**src/rtl/alu_pkg.sv**
```systemverilog
// Shared types for the ALU issue sequencer: opcodes, instruction layout, FSM states
// and the per-opcode register-usage decode.
package alu_pkg;

    localparam int INSTR_W = 16;
    localparam int OP_W    = 4;
    localparam int REG_W   = 2;
    localparam int IMM_W   = 6;

    typedef enum logic [OP_W-1:0] {
        OP_OR     = 4'h0,
        OP_AND    = 4'h1,
        OP_XOR    = 4'h2,
        OP_NOT    = 4'h3,
        OP_SHL    = 4'h4,
        OP_SHR    = 4'h5,
        OP_INC    = 4'h6,
        OP_ADD    = 4'h7,
        OP_ADDC   = 4'h8,
        OP_SUB    = 4'h9,
        OP_LOADLO = 4'hA,
        OP_LOADHI = 4'hB,
        OP_OUT    = 4'hC,
        OP_HALT   = 4'hD,
        OP_NOP_E  = 4'hE,
        OP_NOP_F  = 4'hF
    } opcode_t;

    // Packed MSB-first: [15:12] op, [11:10] rd, [9:8] rx, [7:6] ry, [5:0] imm
    typedef struct packed {
        opcode_t              op;
        logic [REG_W-1:0]     rd;
        logic [REG_W-1:0]     rx;
        logic [REG_W-1:0]     ry;
        logic [IMM_W-1:0]     imm;
    } instr_t;

    typedef enum logic [2:0] {
        S_IDLE   = 3'd0,
        S_FETCH  = 3'd1,
        S_ISSUE  = 3'd2,
        S_STALL  = 3'd3,
        S_HALTED = 3'd4
    } state_t;

    function automatic logic uses_rx(opcode_t op);
        return (op <= OP_SUB) || (op == OP_OUT) || (op == OP_HALT);
    endfunction

    function automatic logic uses_ry(opcode_t op);
        return op inside {OP_OR, OP_AND, OP_XOR, OP_ADD, OP_ADDC, OP_SUB};
    endfunction

    // LOADLO/LOADHI merge the immediate into the old rd contents.
    function automatic logic uses_rd(opcode_t op);
        return op inside {OP_LOADLO, OP_LOADHI};
    endfunction

    function automatic logic writes_rd(opcode_t op);
        return op <= OP_LOADHI;
    endfunction

endpackage

```
**src/rtl/alu_scoreboard.sv**
```systemverilog
// Single-entry writeback scoreboard for the issue sequencer.
// Active only when ALU_SEQ_INTERLOCK_EN is defined; otherwise hazard_o is tied low.
module alu_scoreboard
    import alu_pkg::*;
#(
    parameter int WB_LAT = 2
) (
    input  logic             clk_i,
    input  logic             reset_i,
    input  logic             clear_i,
    input  logic             issue_i,
    input  logic             we_i,
    input  logic [REG_W-1:0] rd_i,
    input  logic [REG_W-1:0] rx_i,
    input  logic [REG_W-1:0] ry_i,
    input  logic             use_rx_i,
    input  logic             use_ry_i,
    input  logic             use_rd_i,
    output logic             hazard_o
);

`ifdef ALU_SEQ_INTERLOCK_EN
    logic [REG_W-1:0] pending_rd_q, pending_rd_d;
    logic [1:0]       pending_cnt_q, pending_cnt_d;

    always_comb begin
        pending_rd_d  = pending_rd_q;
        pending_cnt_d = pending_cnt_q;
        if (clear_i) begin
            pending_cnt_d = 2'd0;
        end else if (issue_i && we_i) begin
            pending_rd_d  = rd_i;
            pending_cnt_d = 2'(WB_LAT);
        end else if (pending_cnt_q != 2'd0) begin
            pending_cnt_d = pending_cnt_q - 2'd1;
        end
    end

    always_ff @(posedge clk_i or posedge reset_i) begin
        if (reset_i) begin
            pending_rd_q  <= '0;
            pending_cnt_q <= 2'd0;
        end else begin
            pending_rd_q  <= pending_rd_d;
            pending_cnt_q <= pending_cnt_d;
        end
    end

    assign hazard_o = (pending_cnt_q != 2'd0) &&
                      ((use_rx_i && (rx_i == pending_rd_q)) ||
                       (use_ry_i && (ry_i == pending_rd_q)) ||
                       (use_rd_i && (rd_i == pending_rd_q)));
`else
    logic unused_sb;
    assign unused_sb = ^{clk_i, reset_i, clear_i, issue_i, we_i, rd_i, rx_i, ry_i,
                         use_rx_i, use_ry_i, use_rd_i};
    assign hazard_o  = 1'b0;
`endif

endmodule

```
**src/rtl/alu_issue_seq.sv**
```systemverilog
// Fetch/decode/issue sequencer for the 12-bit ALU datapath, one instruction at a time.
// ALU_SEQ_INTERLOCK_EN enables the read-after-write interlock (scoreboard + STALL).
//
// state   | meaning
// IDLE    | waiting for start after reset
// FETCH   | imem_req held at pc until imem_ack
// ISSUE   | instruction register loaded; issue now unless hazard
// STALL   | waiting for the in-flight writeback to clear the hazard
// HALTED  | HALT issued; waiting for start
module alu_issue_seq
    import alu_pkg::*;
#(
    parameter int PC_W   = 8,
    parameter int WB_LAT = 2
) (
    input  logic               clk_i,
    input  logic               reset_i,
    input  logic               start_i,
    output logic               imem_req_o,
    output logic [PC_W-1:0]    imem_addr_o,
    input  logic               imem_ack_i,
    input  logic [INSTR_W-1:0] imem_data_i,
    output logic               issue_valid_o,
    output logic [OP_W-1:0]    issue_op_o,
    output logic [REG_W-1:0]   issue_rd_o,
    output logic [REG_W-1:0]   issue_rx_o,
    output logic [REG_W-1:0]   issue_ry_o,
    output logic [IMM_W-1:0]   issue_imm_o,
    output logic               issue_we_o,
    output logic               busy_o,
    output logic               halted_o,
    output logic [PC_W-1:0]    pc_o
);

    state_t          state_q, state_d;
    logic [PC_W-1:0] pc_q, pc_d;
    instr_t          ir_q, ir_d;
    logic            we_q, we_d;
    logic            halted_q, halted_d;
    logic            sb_clear;
    logic            issue_valid;
    logic            hazard;

    always_comb begin
        state_d     = state_q;
        pc_d        = pc_q;
        ir_d        = ir_q;
        we_d        = we_q;
        halted_d    = halted_q;
        sb_clear    = 1'b0;
        issue_valid = 1'b0;
        imem_req_o  = 1'b0;
        case (state_q)
            S_IDLE, S_HALTED: begin
                if (start_i) begin
                    pc_d     = '0;
                    halted_d = 1'b0;
                    sb_clear = 1'b1;
                    state_d  = S_FETCH;
                end
            end
            S_FETCH: begin
                imem_req_o = 1'b1;
                if (imem_ack_i) begin
                    ir_d    = instr_t'(imem_data_i);
                    we_d    = writes_rd(ir_d.op);
                    state_d = S_ISSUE;
                end
            end
            S_ISSUE, S_STALL: begin
                if (!hazard) begin
                    issue_valid = 1'b1;
                    if (ir_q.op == OP_HALT) begin
                        halted_d = 1'b1;
                        state_d  = S_HALTED;
                    end else begin
                        pc_d    = pc_q + 1'b1;
                        state_d = S_FETCH;
                    end
                end else begin
                    state_d = S_STALL;
                end
            end
            default: state_d = S_IDLE;
        endcase
    end

    always_ff @(posedge clk_i or posedge reset_i) begin
        if (reset_i) begin
            state_q  <= S_IDLE;
            pc_q     <= '0;
            ir_q     <= '0;
            we_q     <= 1'b0;
            halted_q <= 1'b0;
        end else begin
            state_q  <= state_d;
            pc_q     <= pc_d;
            ir_q     <= ir_d;
            we_q     <= we_d;
            halted_q <= halted_d;
        end
    end

    alu_scoreboard #(
        .WB_LAT (WB_LAT)
    ) u_scoreboard (
        .clk_i    (clk_i),
        .reset_i  (reset_i),
        .clear_i  (sb_clear),
        .issue_i  (issue_valid),
        .we_i     (we_q),
        .rd_i     (ir_q.rd),
        .rx_i     (ir_q.rx),
        .ry_i     (ir_q.ry),
        .use_rx_i (uses_rx(ir_q.op)),
        .use_ry_i (uses_ry(ir_q.op)),
        .use_rd_i (uses_rd(ir_q.op)),
        .hazard_o (hazard)
    );

    assign imem_addr_o   = pc_q;
    assign issue_valid_o = issue_valid;
    assign issue_op_o    = ir_q.op;
    assign issue_rd_o    = ir_q.rd;
    assign issue_rx_o    = ir_q.rx;
    assign issue_ry_o    = ir_q.ry;
    assign issue_imm_o   = ir_q.imm;
    assign issue_we_o    = we_q;
    assign busy_o        = (state_q != S_IDLE) && (state_q != S_HALTED);
    assign halted_o      = halted_q;
    assign pc_o          = pc_q;

endmodule

```
**config.mk**
```make
export PLATFORM = sky130hd
export DESIGN_NAME = alu_issue_seq
export DESIGN_NICKNAME = d
export VERILOG_FILES = /design/src/rtl/alu_pkg.sv /design/src/rtl/alu_scoreboard.sv /design/src/rtl/alu_issue_seq.sv
export SDC_FILE = /design/constraint.sdc
export NUM_CORES = 1
export LEC_CHECK = 0
export ABC_AREA = 1
export CAP_MARGIN = 20
export CORE_ASPECT_RATIO = 0.75
export CORE_UTILIZATION = 45
export CTS_BUF_LIST = sky130_fd_sc_hd__clkbuf_2 sky130_fd_sc_hd__clkbuf_4 sky130_fd_sc_hd__clkbuf_8
export DETAILED_ROUTE_END_ITERATION = 8
export GPL_ROUTABILITY_DRIVEN = 0
export PLACE_DENSITY_LB_ADDON = 0.15
export SYNTH_ARGS = -nofsm -noshare
export SYNTH_HDL_FRONTEND = slang
export SYNTH_HIERARCHICAL = 1
export SYNTH_SLANG_ARGS = --single-unit
export TNS_END_PERCENT = 1
```
**constraint.sdc**
```tcl
create_clock -name clk_i -period 1.3 [get_ports clk_i]
set_input_delay 0.26 -clock clk_i [delete_from_list [all_inputs] [get_ports clk_i]]
set_output_delay 0.26 -clock clk_i [all_outputs]
set_load 0.1 [all_outputs]
```
==> summary.txt, run 1 <==
Global route
  – Pin count of the biggest net entering global routing: 22
  – First-pass GRT wire length: 6460 um
  – Total track usage: 0.262
  – Antenna violations before repair: 0
  – Total grt overflow: 0
  – Vias in the first global route: 1,413

Worst setup path
  – Reg2reg end: issue_we_o$_DFFE_PP0P_
  – Largest fanout on the critical path: 3
  – Req. time, crit path: 1.04 ns
  – Flop2flop setup slack: -0.07 ns
  – Crit path DAT: 1.22 ns
  – CP Launch Type: flip-flop
  – R2R depth: 7
  – Kind of critical path: reg -> out
  – Setup crit end kind: primary output
  – Worst r2r src: state_q[1]$_DFFE_PP0P_

STA
  – Final period util: 1.14
  – Final Hold Fails: 0
  – Final min period: 1.48 ns
  – Fin worst setup slack: -0.181 ns
  – Clock skew: 0.00508 ns
  – # setup viols final: 13
  – Final setup TNS: -0.607 ns
  – Pins Over Slew Limit: 0
  – Max Fclk: 675 MHz
  – RSZ-0062 raised after global routing: yes

Place
  – Post-DP HPWL: 2810 um
  – Place WS: -0.196 ns
  – Placed cell area: 2460 um^2
  – IO buf count: 56

Clock tree
  – Worst skew pair latency: 0.29 ns
  – CTS tree: yes
  – Root cell of the clock tree: clkbuf_8
  – Clk sink count: 29
  – H-tree levels: 2
  – Clk buf depth: 2
  – Clock slew seen by the registers of the worst setup and hold paths: 0.06 ns
  – CTS Buf Count: 5

Job
  – Max-cap viol count: 0

Layout
  – Multi-input logic area: 611 um^2
  – Sequential standard cell area: 741 um^2
  – Post-Layout Inst Area: 2590 um^2
  – # fillers: 171
  – Layout cells sized above 1: 0.399
  – Nets@finish: 263
  – Area Growth Syn to Fin: 75.4%
  – Diodes inserted: 0

Route
  – Via count: 1,420
  – DR iter-0 viols: 63
  – DRC viols: 0
  – WL/cell: 13.7 um
  – Pre-antenna DRT Iters: 4
  – WL final: 3840 um
  – Vias per std cell: 5.05
  – Post-route ant nets: 0

Floorplan
  – Core area: 3040 um^2
  – Die area: 3520 um^2
  – Row cnt: 17
  – DIE WIDTH: 68.2 um
  – # IOs: 57
  – Starting Density: 0.486
  – Die height: 51.6 um

Synth
  – Syn Inst Count: 178
  – Mean Syn Cell Area: 8.30 um^2
  – Mapped Area: 1480 um^2
  – Syn nets: 199
  – YS warnings: 6

Status
  – Violated checks: negative setup slack
  – Status: finished with violations

Hold path
  – Hold/Removal Path Class: in -> async
-- per-layer routing --
metal / up-vias / wire, um / GRT usage
met5: - / 0 / 0
met4: 0 / 77 / 0.149
met3: 9 / 226 / 0.0724
met2: 51 / 2000 / 0.444
met1: 690 / 1540 / 0.293
li1: 670 / - / -
-- placed cells by master (no fill, tap or decap), types with 2 or more instances in the layout --
master / instances
clkbuf_8: 5
nand2_2: 9
o21ai_2: 6
dfrtp_1: 17
o21bai_1: 2
buf_12: 37
inv_2: 3
inv_1: 11
clkinv_2: 2
nor2_1: 3
clkdlybuf4s50_1: 19
buf_6: 3
nand3_1: 12
nand2_1: 72
nor2_2: 2
buf_4: 10
o21ai_0: 5
dfrtp_2: 12
-- registers in the layout, summed over array words and instances, names as in the netlist --
signal / count
imem_addr_o: 8
issue_imm_o: 6
state_q: 3
issue_op_o: 4
issue_we_o: 1
issue_rx_o: 2
issue_ry_o: 2
issue_rd_o: 2
halted_o: 1
-- area by class of cell --
| type | instances | share of cell area |
|---|---|---|
| timing repair buffer | 69 | 0.401 |
| clock inverter | 2 | 0.00386 |
| sequential | 29 | 0.286 |
| tap | 38 | 0.0183 |
| inverter | 16 | 0.0256 |
| multi-input combinational | 121 | 0.236 |
| clock buffer | 6 | 0.0295 |
-- worst max-delay path by stage --
stage,startpoint,end,depth (start not counted)
after floorplan,state_q[1]$_DFFE_PP0P_,imem_addr_o[3]$_DFFE_PP0P_,7
after global placement,start_i,imem_addr_o[7]$_DFFE_PP0P_,8
after detailed placement,start_i,imem_addr_o[7]$_DFFE_PP0P_,7
after CTS,state_q[2]$_DFFE_PP0P_,issue_valid_o,2
after global routing,state_q[1]$_DFFE_PP0P_,imem_req_o,4
final,state_q[1]$_DFFE_PP0P_,imem_req_o,4
-- worst max-delay path: stages, from the launching register on --
cell and delay, ns:
dfrtp_1 0.43, nor2_2 0.14, nand2_2 0.09, clkinvlp_4 0.10
buf_12 0.17
-- through the flow --
stage	instances	hold WS (ns)	util
after floorplan	178	0.337	-
after global placement	271	0.502	0.809
after detailed placement	271	0.519	0.809
after CTS	281	0.279	0.851
after global routing	281	0.291	0.852
final	281	0.281	0.852
-- timing repair --
action / 4_1_cts / 5_1_grt
buffers inserted: 2 / 0
gates resized for setup: 9 / 2
hold buffers: 0 / 0
cloned: 0 / 0
endpoints found under the setup margin: 20 / 32
pin swaps: 3 / 3
Power of run 1 is left out: the tool's default activity adds up to more than one toggle a clock period on the data nets, which glitch-free logic cannot reach.
==> inputs of run 2 (changes only) <==
--- a/config.mk
+++ b/config.mk
@@ -10,6 +10,7 @@
 export CORE_ASPECT_RATIO = 0.75
 export CORE_UTILIZATION = 45
 export CTS_BUF_LIST = sky130_fd_sc_hd__clkbuf_2 sky130_fd_sc_hd__clkbuf_4 sky130_fd_sc_hd__clkbuf_8
+export CTS_CLUSTER_DIAMETER = 80
 export DETAILED_ROUTE_END_ITERATION = 8
 export GPL_ROUTABILITY_DRIVEN = 0
 export PLACE_DENSITY_LB_ADDON = 0.15
==> results of run 2 <==
The final DEF is identical to that of run 1; final timing and power are the same.
Power of run 2 is left out for the same reason.
